### src/rtl/axi4_dwch_sender.sv
// AXI4 W-channel sender: forwards or discards each W burst according to
// a queue of AW translation decisions, one decision per burst.
module axi4_dwch_sender #(
    parameter int C_AXI_DATA_WIDTH = 32,
    parameter int C_AXI_USER_WIDTH = 2,
    parameter int C_DEPTH          = 4
) (
    input  logic                          axi4_aclk,
    input  logic                          axi4_arst,
    input  logic                          trans_valid,
    input  logic                          trans_drop,
    output logic                          trans_ready,
    input  logic [C_AXI_DATA_WIDTH-1:0]   s_axi4_wdata,
    input  logic [C_AXI_DATA_WIDTH/8-1:0] s_axi4_wstrb,
    input  logic                          s_axi4_wlast,
    input  logic [C_AXI_USER_WIDTH-1:0]   s_axi4_wuser,
    input  logic                          s_axi4_wvalid,
    output logic                          s_axi4_wready,
    output logic [C_AXI_DATA_WIDTH-1:0]   m_axi4_wdata,
    output logic [C_AXI_DATA_WIDTH/8-1:0] m_axi4_wstrb,
    output logic                          m_axi4_wlast,
    output logic [C_AXI_USER_WIDTH-1:0]   m_axi4_wuser,
    output logic                          m_axi4_wvalid,
    input  logic                          m_axi4_wready,
    output logic                          wdrop_done
);

    localparam int PW = $clog2(C_DEPTH);

    typedef enum logic [1:0] {
        IDLE = 2'd0,
        FWD  = 2'd1,
        DROP = 2'd2
    } state_t;

    state_t           state;
    logic [C_DEPTH-1:0] drop_mem;
    logic [PW-1:0]    wr_ptr;
    logic [PW-1:0]    rd_ptr;
    logic [PW-1:0]    rd_nxt;
    logic [PW:0]      count;
    logic             push;
    logic             burst_end;
    logic             head_drop;
    logic             next_drop;
    logic             more;

    // Full is judged on the registered count only, so a pop never frees a
    // slot for a push in the same cycle.
    assign trans_ready = (count != (PW+1)'(C_DEPTH));
    assign push        = trans_valid && trans_ready;
    assign burst_end   = s_axi4_wvalid && s_axi4_wready && s_axi4_wlast;
    assign rd_nxt      = rd_ptr + PW'(1);
    assign head_drop   = drop_mem[rd_ptr];
    assign next_drop   = drop_mem[rd_nxt];
    assign more        = (count > (PW+1)'(1));

    assign s_axi4_wready = (state == DROP) ||
                           ((state == FWD) && m_axi4_wready);
    assign m_axi4_wvalid = (state == FWD) && s_axi4_wvalid;
    assign m_axi4_wdata  = s_axi4_wdata;
    assign m_axi4_wstrb  = s_axi4_wstrb;
    assign m_axi4_wlast  = s_axi4_wlast;
    assign m_axi4_wuser  = s_axi4_wuser;

    always_ff @(posedge axi4_aclk) begin
        if (push) begin
            drop_mem[wr_ptr] <= trans_drop;
        end
    end

    always_ff @(posedge axi4_aclk) begin
        if (axi4_arst) begin
            state      <= IDLE;
            wr_ptr     <= '0;
            rd_ptr     <= '0;
            count      <= '0;
            wdrop_done <= 1'b0;
        end else begin
            wdrop_done <= burst_end && (state == DROP);
            if (push) begin
                wr_ptr <= wr_ptr + PW'(1);
            end
            if (burst_end) begin
                rd_ptr <= rd_nxt;
            end
            unique case ({push, burst_end})
                2'b10:   count <= count + (PW+1)'(1);
                2'b01:   count <= count - (PW+1)'(1);
                default: count <= count;
            endcase
            // At a burst end the following entry, if already queued,
            // selects the next mode directly so bursts stream back to back.
            unique case (state)
                IDLE: begin
                    if (count != '0) begin
                        state <= head_drop ? DROP : FWD;
                    end
                end
                FWD, DROP: begin
                    if (burst_end) begin
                        if (!more) begin
                            state <= IDLE;
                        end else begin
                            state <= next_drop ? DROP : FWD;
                        end
                    end
                end
                default: state <= IDLE;
            endcase
        end
    end

endmodule

### config.mk
export PLATFORM = sky130hd
export DESIGN_NAME = axi4_dwch_sender
export DESIGN_NICKNAME = d
export VERILOG_FILES = /design/src/rtl/axi4_dwch_sender.sv
export SDC_FILE = /design/constraint.sdc
export NUM_CORES = 1
export LEC_CHECK = 0
export CAP_MARGIN = 25
export CORE_ASPECT_RATIO = 0.6
export CORE_MARGIN = 2
export CORE_UTILIZATION = 36
export CTS_CLUSTER_DIAMETER = 200
export DETAILED_ROUTE_END_ITERATION = 10
export GPL_TIMING_DRIVEN = 0
export MAX_ROUTING_LAYER = met4
export PLACE_DENSITY_LB_ADDON = 0.08
export SYNTH_ARGS = -nofsm -noshare
export SYNTH_HDL_FRONTEND = slang
export SYNTH_SLANG_ARGS = --single-unit
### constraint.sdc
create_clock -name axi4_aclk -period 3.1 [get_ports axi4_aclk]
set_input_delay 0.62 -clock axi4_aclk [delete_from_list [all_inputs] [get_ports axi4_aclk]]
set_output_delay 0.62 -clock axi4_aclk [all_outputs]
set_load 0.01 [all_outputs]
Word level (Yosys, flattened, before mapping)
Cells that the tools add are included.

operators by class
  add/sub/neg operators = 4
  $mul = 0
  shift operators = 0
  magnitude comparators = 5
  bitwise gates (word level) = 0
  multiplexer cells = 14
  div/mod/pow operators = 0
  reduce and logical (&&, ||, !) cells = 13
  equality and inequality tests = 7

operators with widths
  cell                   number
  $mux W2                5
  $lt A2 B3 Y1 const B   3
  $logic_and A1 B1 Y1    7
  $pmux W3 S2            1
  $add A2 B1 Y2 const B  2
  $bmux W1 S2            2
  $bwmux W4              1
  $eq A2 B1 Y1 const B   2
  $eq A2 B2 Y1 const B   2
  $ne A2 B2 Y1 const B   2
  $pmux W2 S2            1
  $add A3 B1 Y3 const B  1
  $gt A3 B1 Y1 const B   1
  $mux W1                3
  $ne A3 B3 Y1 const B   1
  $reduce_bool A3 Y1     1
  $sub A3 B1 Y3 const B  1
  $demux W1 S2           1
  $ge A2 B1 Y1 const B   1
  $logic_not A2 Y1       1
  $reduce_and A2 Y1      1
  $reduce_bool A2 Y1     1
  $reduce_or A2 Y1       1
  $logic_or A1 B1 Y1     1

storage, ports and cells
  input port bits = 45
  bits in read-only memories = 0
  memories = 0
  bits in latches = 0
  RAM bits = 0
  register bits = 14
  logic and storage cells = 49

Depth between registers and ports, before layout
Gate-level depths: netlist of run 1.

  word-level depth = 7
  depth in mapped cells = 8

Worst setup path after synthesis of run 1
No wires, ideal clock.

  path kind = register to register
  start = reg count[0]
  end = reg count[2]
  library setup time = 70 ps
  cell stages (with the launch flop) = 8
  setup slack = 1099 ps
  path buffers = 0
  required time = 3030 ps
  arrival time = 1931 ps
  path through = dfxtp_1 inv_1 ha_1 a21boi_1 inv_1 ha_1 or3_1 a21oi_1

on the way
  cells in the longest elaborated chain, start to end = 4
  elaborated cells on any way between the ends = 8

RTL lines
  item                                                      RTL line  source
  start: declaration                                        41        logic [PW:0] count;
  start signal: assignment                                  88        2'b10: count <= count + (PW+1)'(1);
  start signal: assignment                                  89        2'b01: count <= count - (PW+1)'(1);
  start signal: assignment                                  90        default: count <= count;
  $ne A3 B3 Y1                                              50        assign trans_ready = (count != (PW+1)'(C_DEPTH));
  $logic_and A1 B1 Y1                                       51        assign push = trans_valid && trans_ready;
  $eq A2 B1 Y1 / $eq A2 B2 Y1 (equally long branches)       87        unique case ({push, burst_end})
  $pmux W3 S2 / $reduce_bool A2 Y1 (equally long branches)  n/a

Parallel ways exist; a longest one is shown, timed or not.
A chain may end at the register's enable or synchronous reset.

Worst setup path after layout of run 1
  start = in m_axi4_wready
  end = out s_axi4_wready

on the way
  cells in the longest elaborated chain, start to end = 2

RTL lines
  item                 RTL line  source
  start: declaration   24        input logic m_axi4_wready,
  $logic_and A1 B1 Y1  59        ((state == FWD) && m_axi4_wready);
  $logic_or A1 B1 Y1   58        assign s_axi4_wready = (state == DROP) ||
  end: declaration     18        output logic s_axi4_wready,

Every way passes these cells.

==> run_summary.xml, run 1 <==
<?xml version="1.0" encoding="UTF-8"?>
<metrics>
  <group name="run_status">
    <metric name="status" unit="">finished, final reports clean</metric>
  </group>
  <group name="synthesis">
    <metric name="ys_top_cells_by_area" unit="">buf_4 (26%), dfxtp_1 (17%), ha_1 (14%)</metric>
    <metric name="ys_ff_latch" unit="">14</metric>
    <metric name="area_leader_netlist" unit="">buf_4</metric>
    <metric name="syn_area" unit="um^2">1140</metric>
    <metric name="synth.yosys.seq_area_share" unit="">0.280</metric>
    <metric name="postSynth.topFlopCell" unit="">dfxtp_1</metric>
    <metric name="yosysWarnings" unit="">0</metric>
    <metric name="syn-mean-instance-area" unit="um^2">9.31</metric>
    <metric name="netlist_instances" unit="">123</metric>
    <metric name="post_synthesis_net_count" unit="">181</metric>
    <metric name="async_flop_share" unit="">0</metric>
    <metric name="synthDistinctLibCells" unit="">28</metric>
    <metric name="synth_enable_flop_cells" unit="">4</metric>
    <metric name="synthDominantCellAreaShare" unit="">0.256</metric>
  </group>
  <group name="floorplan">
    <metric name="initial_core_util" unit="">0.389</metric>
    <metric name="floorplan.die.width" unit="um">76.8</metric>
    <metric name="vert_die_dim" unit="um">47.7</metric>
    <metric name="core" unit="um^2">2950</metric>
    <metric name="row_count" unit="">15</metric>
    <metric name="design.die.area" unit="um^2">3660</metric>
    <metric name="io_pins" unit="">88</metric>
  </group>
  <group name="clock_network">
    <metric name="cts.sinks" unit="">14</metric>
    <metric name="htree_levels" unit="">1</metric>
    <metric name="cts.clk_slew.worst_paths" unit="ps">60</metric>
    <metric name="worstSkewPairLatency" unit="ps">250</metric>
    <metric name="hold_buffers" unit="">0</metric>
    <metric name="post_cts_buffers" unit="">0</metric>
    <metric name="numCtsBuffers" unit="">3</metric>
    <metric name="cts_buffer_depth" unit="">2</metric>
    <metric name="root_buffer" unit="">clkbuf_8</metric>
    <metric name="cts.repair.resized" unit="">0</metric>
    <metric name="cts_tree" unit="">built</metric>
  </group>
  <group name="drt">
    <metric name="vias_per_cell" unit="">4.24</metric>
    <metric name="drcViolationCount" unit="">0</metric>
    <metric name="dr.pass1.iters" unit="">2</metric>
    <metric name="finalWirelength" unit="mm">2.38</metric>
    <metric name="dr.first_iter.drc_count" unit="">40</metric>
    <metric name="vias" unit="">919</metric>
    <metric name="antenna_violating_nets_post_route" unit="">0</metric>
    <metric name="routedWlPerCell" unit="um">11.0</metric>
  </group>
  <group name="power_and_ir_drop">
    <metric name="max-vdd-ir-drop" unit="mV">0.271</metric>
    <metric name="p_total" unit="W">0.000772</metric>
    <metric name="powerDensity" unit="nW/um^2">448</metric>
    <metric name="cellLeakagePower" unit="nW">0.764</metric>
  </group>
  <group name="sta">
    <metric name="max_clock_freq" unit="GHz">0.416</metric>
    <metric name="period_minus_slack" unit="ps">2400</metric>
    <metric name="setup_slack" unit="ps">697</metric>
    <metric name="slew_of_the_pin_with_the_lowest_slew_margin" unit="ps">504</metric>
    <metric name="number_of_pins_exceeding_their_max_slew_limit_in_the_final_report" unit="">0</metric>
    <metric name="finalClockSkew" unit="ps">2.44</metric>
    <metric name="relSlewSlack" unit="">0.663</metric>
    <metric name="tns" unit="ps">0</metric>
    <metric name="final-setup-viol-count" unit="">0</metric>
    <metric name="post-route-period-util" unit="">0.775</metric>
    <metric name="hold_viol" unit="">0</metric>
    <metric name="rsz0062_at_grt" unit="">false</metric>
  </group>
  <group name="global_route">
    <metric name="grt_use_met2" unit="">0.223</metric>
    <metric name="grt_overflow" unit="">0</metric>
    <metric name="grt_busiest_layer" unit="">met2</metric>
    <metric name="number_of_antenna_violations_at_the_first_check_in_global_routing" unit="">0</metric>
    <metric name="grt_max_degree" unit="">11</metric>
    <metric name="grt_pass1_vias" unit="">861</metric>
    <metric name="grt_first_pass_wirelength" unit="mm">3.53</metric>
    <metric name="groute.layer.met3.usage" unit="">0.0491</metric>
    <metric name="grt_util_met1" unit="">0.149</metric>
    <metric name="grt_util_all_layers" unit="">0.128</metric>
  </group>
  <group name="cells_and_area">
    <metric name="fin_cells" unit="">217</metric>
    <metric name="mostFrequentLayoutCell" unit="">clkdlybuf4s50_1</metric>
    <metric name="sequential_cell_area" unit="um^2">320</metric>
    <metric name="growth_of_design_area_from_synthesis_to_finish" unit="%">50.5</metric>
    <metric name="multi_input_logic_area" unit="um^2">490</metric>
    <metric name="fraction_of_final_layout_cells_with_drive_strength_greater_than_1" unit="">0.257</metric>
    <metric name="fillers" unit="">260</metric>
    <metric name="final_cell_mix" unit="">clkdlybuf4s50_1 (48), buf_4 (39), ha_1 (13)</metric>
    <metric name="number_of_antenna_diodes" unit="">0</metric>
    <metric name="postLayoutCoreUtil" unit="">0.585</metric>
    <metric name="finalNetCount" unit="">234</metric>
  </group>
  <group name="worst_setup_path">
    <metric name="crit_path_start_kind" unit="">input pin</metric>
    <metric name="cpPeakStageDelay" unit="ps">560</metric>
    <metric name="crit-reg2reg-launch" unit="">count[0]</metric>
    <metric name="critical_path_peak_fanout" unit="">4</metric>
    <metric name="timing.critical_path.to_type" unit="">output pin</metric>
    <metric name="critical_path.endpoint" unit="">s_axi4_wready</metric>
    <metric name="rr_worst_depth" unit="">7</metric>
    <metric name="critical-path-top-cell-by-count" unit="">clkdlybuf4s50_1</metric>
    <metric name="timing.critical_path.max_delay_family" unit="">buffers and inverters</metric>
    <metric name="worst-path-stages" unit="">3</metric>
    <metric name="cp.arrival" unit="ps">1780</metric>
    <metric name="worst-setup-path-type" unit="">in -&gt; out</metric>
    <metric name="worst_r2r_endpoint" unit="">count[2]</metric>
    <metric name="r2r_slack" unit="ps">810</metric>
    <metric name="critical_path_required" unit="ps">2480</metric>
    <metric name="worst-path-buf-inv" unit="">2</metric>
    <metric name="crit_path_cell_trace" unit="">clkdlybuf4s50_1, a21o_1, clkdlybuf4s50_1</metric>
    <metric name="critical-path-slowest-cell" unit="">clkdlybuf4s50_1</metric>
    <metric name="worstSetupStartpoint" unit="">m_axi4_wready</metric>
  </group>
  <group name="placed_design">
    <metric name="place.gp.congestion" unit="">0.687</metric>
    <metric name="hpwl" unit="mm">2.03</metric>
    <metric name="place_inst" unit="">213</metric>
    <metric name="numPortBuffers" unit="">48</metric>
    <metric name="post-place-ws" unit="ps">498</metric>
  </group>
  <group name="job">
    <metric name="max_cap_violations" unit="">0</metric>
  </group>
  <group name="hold_path">
    <metric name="hold_path_class" unit="">reg -&gt; reg</metric>
  </group>
</metrics>
[cell type report]
class                           count  area share
Sequential cell                    14       0.186
Buffer                             40       0.172
Inverter                           10      0.0218
Tap cell                           42      0.0305
Multi-Input combinational cell     59       0.285
Clock inverter                      1     0.00218
Clock buffer                        3      0.0240
Timing Repair Buffer               48       0.279
[metal layers]
metal	wire, um	up-vias
met2	1110	47
met1	1030	403
met4	0	0
li1	-	469
met3	234	0
met5	0	-
[worst min-delay path, stage by stage (launching register included)]
cell and delay (ps):
dfxtp_1 330, o21ai_0 80, a21oi_1 60
[synthesized netlist by cell type (3+ instances only)]
| cell type | n |
|---|---|
| o21ai_0 | 3 |
| nor2_1 | 7 |
| dfxtp_1 | 10 |
| a21oi_1 | 5 |
| edfxtp_1 | 4 |
| inv_1 | 10 |
| and2_1 | 7 |
| ha_1 | 13 |
| xor2_1 | 3 |
| buf_4 | 39 |
[worst min path at each step]
stage | cells after the start | startpoint | to | slack [ps]
final | 2 | state[1] | state[1] | 520
after floorplan | 2 | state[1] | state[1] | 480
after detailed placement | 2 | state[1] | state[1] | 510
after global routing | 2 | state[1] | state[1] | 560
after CTS | 2 | state[1] | state[1] | 520
after global placement | 2 | state[1] | state[1] | 510
[cell families after synthesis]
family	share of synthesized area
and+or+nand+nor	0.0962
xor gates and xnor gates	0.0383
AOI/OAI and AO/OA	0.104
adders and majority gates	0.142
buffers and inverters	0.292
muxes	0.0481
DFF	0.280
[registers in the layout, indices dropped and copies added (netlist names)]
name        count
drop_mem        4
count           3
rd_ptr          2
state           2
wr_ptr          2
wdrop_done      1
[stage by stage]
stage	area (um^2)	hold slack [ps]
final	1720	521
after global routing	1720	564
after CTS	1720	522
after detailed placement	1680	514
after global placement	1680	509
after floorplan	1140	483
[power breakdown]
group / total (W) / internal (W) / switching (W)
sequential: 0.000246 / 0.000216 / 0.0000293
clock: 0.000157 / 0.0000877 / 0.0000689
combinational: 0.000369 / 0.000203 / 0.000167
total: 0.000772 / 0.000507 / 0.000265
(Power assumes the default switching activity.)
==> inputs of run 2 (changes only) <==
Settings changed: CORE_UTILIZATION 36 to 30.
Clock period 3.1 ns to 2.15 ns, I/O delays scaled along.
==> run_summary.xml, run 2 (synthesis results as in run 1) <==
<?xml version="1.0" encoding="UTF-8"?>
<metrics>
  <group name="worst_setup_path">
    <metric name="worst-setup-path-type" unit="">reg -&gt; out</metric>
    <metric name="rr_worst_depth" unit="">7</metric>
    <metric name="cpPeakStageDelay" unit="ps">530</metric>
    <metric name="crit_path_cell_trace" unit="">inv_1, ha_1, nand2_1, clkdlybuf4s50_1</metric>
    <metric name="r2r_slack" unit="ps">150</metric>
    <metric name="crit-reg2reg-launch" unit="">state[1]</metric>
    <metric name="timing.critical_path.max_delay_family" unit="">buffers and inverters</metric>
    <metric name="worst-path-stages" unit="">4</metric>
    <metric name="worst_r2r_endpoint" unit="">count[2]</metric>
    <metric name="critical_path_peak_fanout" unit="">4</metric>
    <metric name="worst-path-buf-inv" unit="">2</metric>
    <metric name="cp.arrival" unit="ps">1620</metric>
    <metric name="crit_path_start_kind" unit="">register</metric>
    <metric name="critical_path.endpoint" unit="">trans_ready</metric>
    <metric name="critical_path_required" unit="ps">1720</metric>
    <metric name="critical-path-slowest-cell" unit="">clkdlybuf4s50_1</metric>
    <metric name="worstSetupStartpoint" unit="">count[1]</metric>
    <metric name="timing.critical_path.to_type" unit="">output pin</metric>
  </group>
  <group name="clock_network">
    <metric name="cts_buffer_depth" unit="">2</metric>
    <metric name="hold_buffers" unit="">0</metric>
    <metric name="cts_tree" unit="">built</metric>
    <metric name="cts.sinks" unit="">14</metric>
    <metric name="root_buffer" unit="">clkbuf_8</metric>
    <metric name="numCtsBuffers" unit="">3</metric>
    <metric name="cts.clk_slew.worst_paths" unit="ps">60</metric>
    <metric name="htree_levels" unit="">1</metric>
    <metric name="worstSkewPairLatency" unit="ps">250</metric>
  </group>
  <group name="cells_and_area">
    <metric name="final_area" unit="um^2">1760</metric>
    <metric name="finalNetCount" unit="">236</metric>
    <metric name="number_of_flip_flops_in_the_largest_register" unit="">4</metric>
    <metric name="biggestRegsByFlops" unit="">drop_mem x4, count x3</metric>
    <metric name="postLayoutCoreUtil" unit="">0.481</metric>
    <metric name="max_flop_register" unit="">drop_mem</metric>
    <metric name="final_cell_mix" unit="">clkdlybuf4s50_1 (48), buf_4 (41), ha_1 (13)</metric>
    <metric name="fraction_of_final_layout_cells_with_drive_strength_greater_than_1" unit="">0.282</metric>
    <metric name="number_of_antenna_diodes" unit="">0</metric>
    <metric name="fin_cells" unit="">224</metric>
    <metric name="mostFrequentLayoutCell" unit="">clkdlybuf4s50_1</metric>
    <metric name="growth_of_design_area_from_synthesis_to_finish" unit="%">53.6</metric>
  </group>
  <group name="sta">
    <metric name="number_of_pins_exceeding_their_max_slew_limit_in_the_final_report" unit="">0</metric>
    <metric name="hold_viol" unit="">0</metric>
    <metric name="relSlewSlack" unit="">0.677</metric>
    <metric name="max_clock_freq" unit="GHz">0.487</metric>
    <metric name="post-route-period-util" unit="">0.955</metric>
    <metric name="final-setup-viol-count" unit="">0</metric>
    <metric name="slew_of_the_pin_with_the_lowest_slew_margin" unit="ps">485</metric>
    <metric name="period_minus_slack" unit="ps">2050</metric>
    <metric name="tns" unit="ps">0</metric>
    <metric name="hold_ws" unit="ps">517</metric>
    <metric name="finalClockSkew" unit="ps">3.29</metric>
    <metric name="rsz0062_at_grt" unit="">false</metric>
  </group>
  <group name="floorplan">
    <metric name="core" unit="um^2">3660</metric>
    <metric name="design.die.area" unit="um^2">4340</metric>
    <metric name="io_pins" unit="">88</metric>
    <metric name="vert_die_dim" unit="um">51.9</metric>
    <metric name="row_count" unit="">17</metric>
    <metric name="floorplan.die.width" unit="um">83.8</metric>
    <metric name="initial_core_util" unit="">0.313</metric>
  </group>
  <group name="global_route">
    <metric name="grt_max_degree" unit="">11</metric>
    <metric name="grt_pass1_vias" unit="">868</metric>
    <metric name="grt_first_pass_wirelength" unit="mm">3.95</metric>
    <metric name="grt_overflow" unit="">0</metric>
    <metric name="grt_util_all_layers" unit="">0.117</metric>
    <metric name="number_of_antenna_violations_at_the_first_check_in_global_routing" unit="">0</metric>
  </group>
  <group name="power_and_ir_drop">
    <metric name="powerDensity" unit="nW/um^2">639</metric>
    <metric name="cellLeakagePower" unit="nW">0.780</metric>
    <metric name="max-vdd-ir-drop" unit="mV">0.329</metric>
  </group>
  <group name="drt">
    <metric name="antenna_violating_nets_post_route" unit="">0</metric>
    <metric name="routedWlPerCell" unit="um">10.9</metric>
    <metric name="vias_per_cell" unit="">4.08</metric>
    <metric name="dr.pass1.iters" unit="">3</metric>
    <metric name="dr.first_iter.drc_count" unit="">11</metric>
    <metric name="finalWirelength" unit="mm">2.44</metric>
    <metric name="vias" unit="">915</metric>
    <metric name="drcViolationCount" unit="">0</metric>
  </group>
  <group name="hold_path">
    <metric name="hold_path_class" unit="">reg -&gt; reg</metric>
  </group>
  <group name="run_status">
    <metric name="status" unit="">finished, final reports clean</metric>
  </group>
  <group name="placed_design">
    <metric name="place_area" unit="um^2">1680</metric>
    <metric name="place_inst" unit="">218</metric>
    <metric name="hpwl" unit="mm">2.04</metric>
    <metric name="numPortBuffers" unit="">48</metric>
    <metric name="place.gp.congestion" unit="">0.736</metric>
  </group>
  <group name="job">
    <metric name="max_cap_violations" unit="">0</metric>
  </group>
</metrics>
## run 2: cell types whose count changed in the layout (fill, tap and decap cells not counted)
cell / before / now
a21boi_1: 1 / 0
dfxtp_2: 0 / 2
dfxtp_1: 10 / 8
buf_4: 39 / 41
a21boi_4: 0 / 1
## run 2: how the worst min path moves through the flow
stage                     startpoint  slack [ps]  endpoint  cells past startpoint
after floorplan             state[1]         480  state[1]                      2
after global placement      state[1]         520  state[1]                      2
after detailed placement    state[1]         530  state[1]                      2
after CTS                   state[1]         540  state[1]                      2
after global routing        state[1]         560  state[1]                      2
final                       state[0]         520  state[0]                      2
## run 2: per-stage QoR
stage,worst slack (ps),total power [W]
final,97.2,0.00112
after global routing,17.1,0.00121
after CTS,0.637,0.00113
after detailed placement,-228,0.000893
after global placement,-203,0.000878
after floorplan,149,0.000700
## run 2: tightest hold or removal path, stage by stage, from the launching register on
cell,delay (ps)
dfxtp_2,340
o21ai_0,70
a21oi_1,70
## run 2: final cells by class
cell class | count | area, um^2
Clock inverter | 1 | 3.75
Clock buffer | 3 | 41.3
Tap cell | 47 | 58.8
Buffer | 40 | 297
Fill cell | 350 | 1900
Sequential cell | 14 | 323
Timing Repair Buffer | 50 | 495
Multi-Input combinational cell | 59 | 502
Inverter | 10 | 37.5
## run 2: layer usage
| layer | track usage | part of all wire |
|---|---|---|
| met3 | 0.0476 | 0.079 |
| met4 | 0.0242 | 0.0033 |
| met2 | 0.185 | 0.46 |
| met5 | - | 0 |
| met1 | 0.144 | 0.45 |
## run 2: repair_timing
action / CTS / global route
pin swaps: 0 / 1
endpoints found under the setup margin: 1 / 2
gates resized for setup: 2 / 2
cloned: 0 / 0
buffers inserted: 0 / 2
## run 2: power breakdown
group / total, W / internal (W) / switching, W
sequential: 0.000360 / 0.000315 / 0.0000448
combinational: 0.000539 / 0.000297 / 0.000241
clock: 0.000224 / 0.000127 / 0.0000978
==> inputs of run 3 (changes only) <==
Settings changed: HOLD_SLACK_MARGIN set to 0.08.
==> results of run 3 <==
Final layout, timing and power as in run 2 (identical DEF).
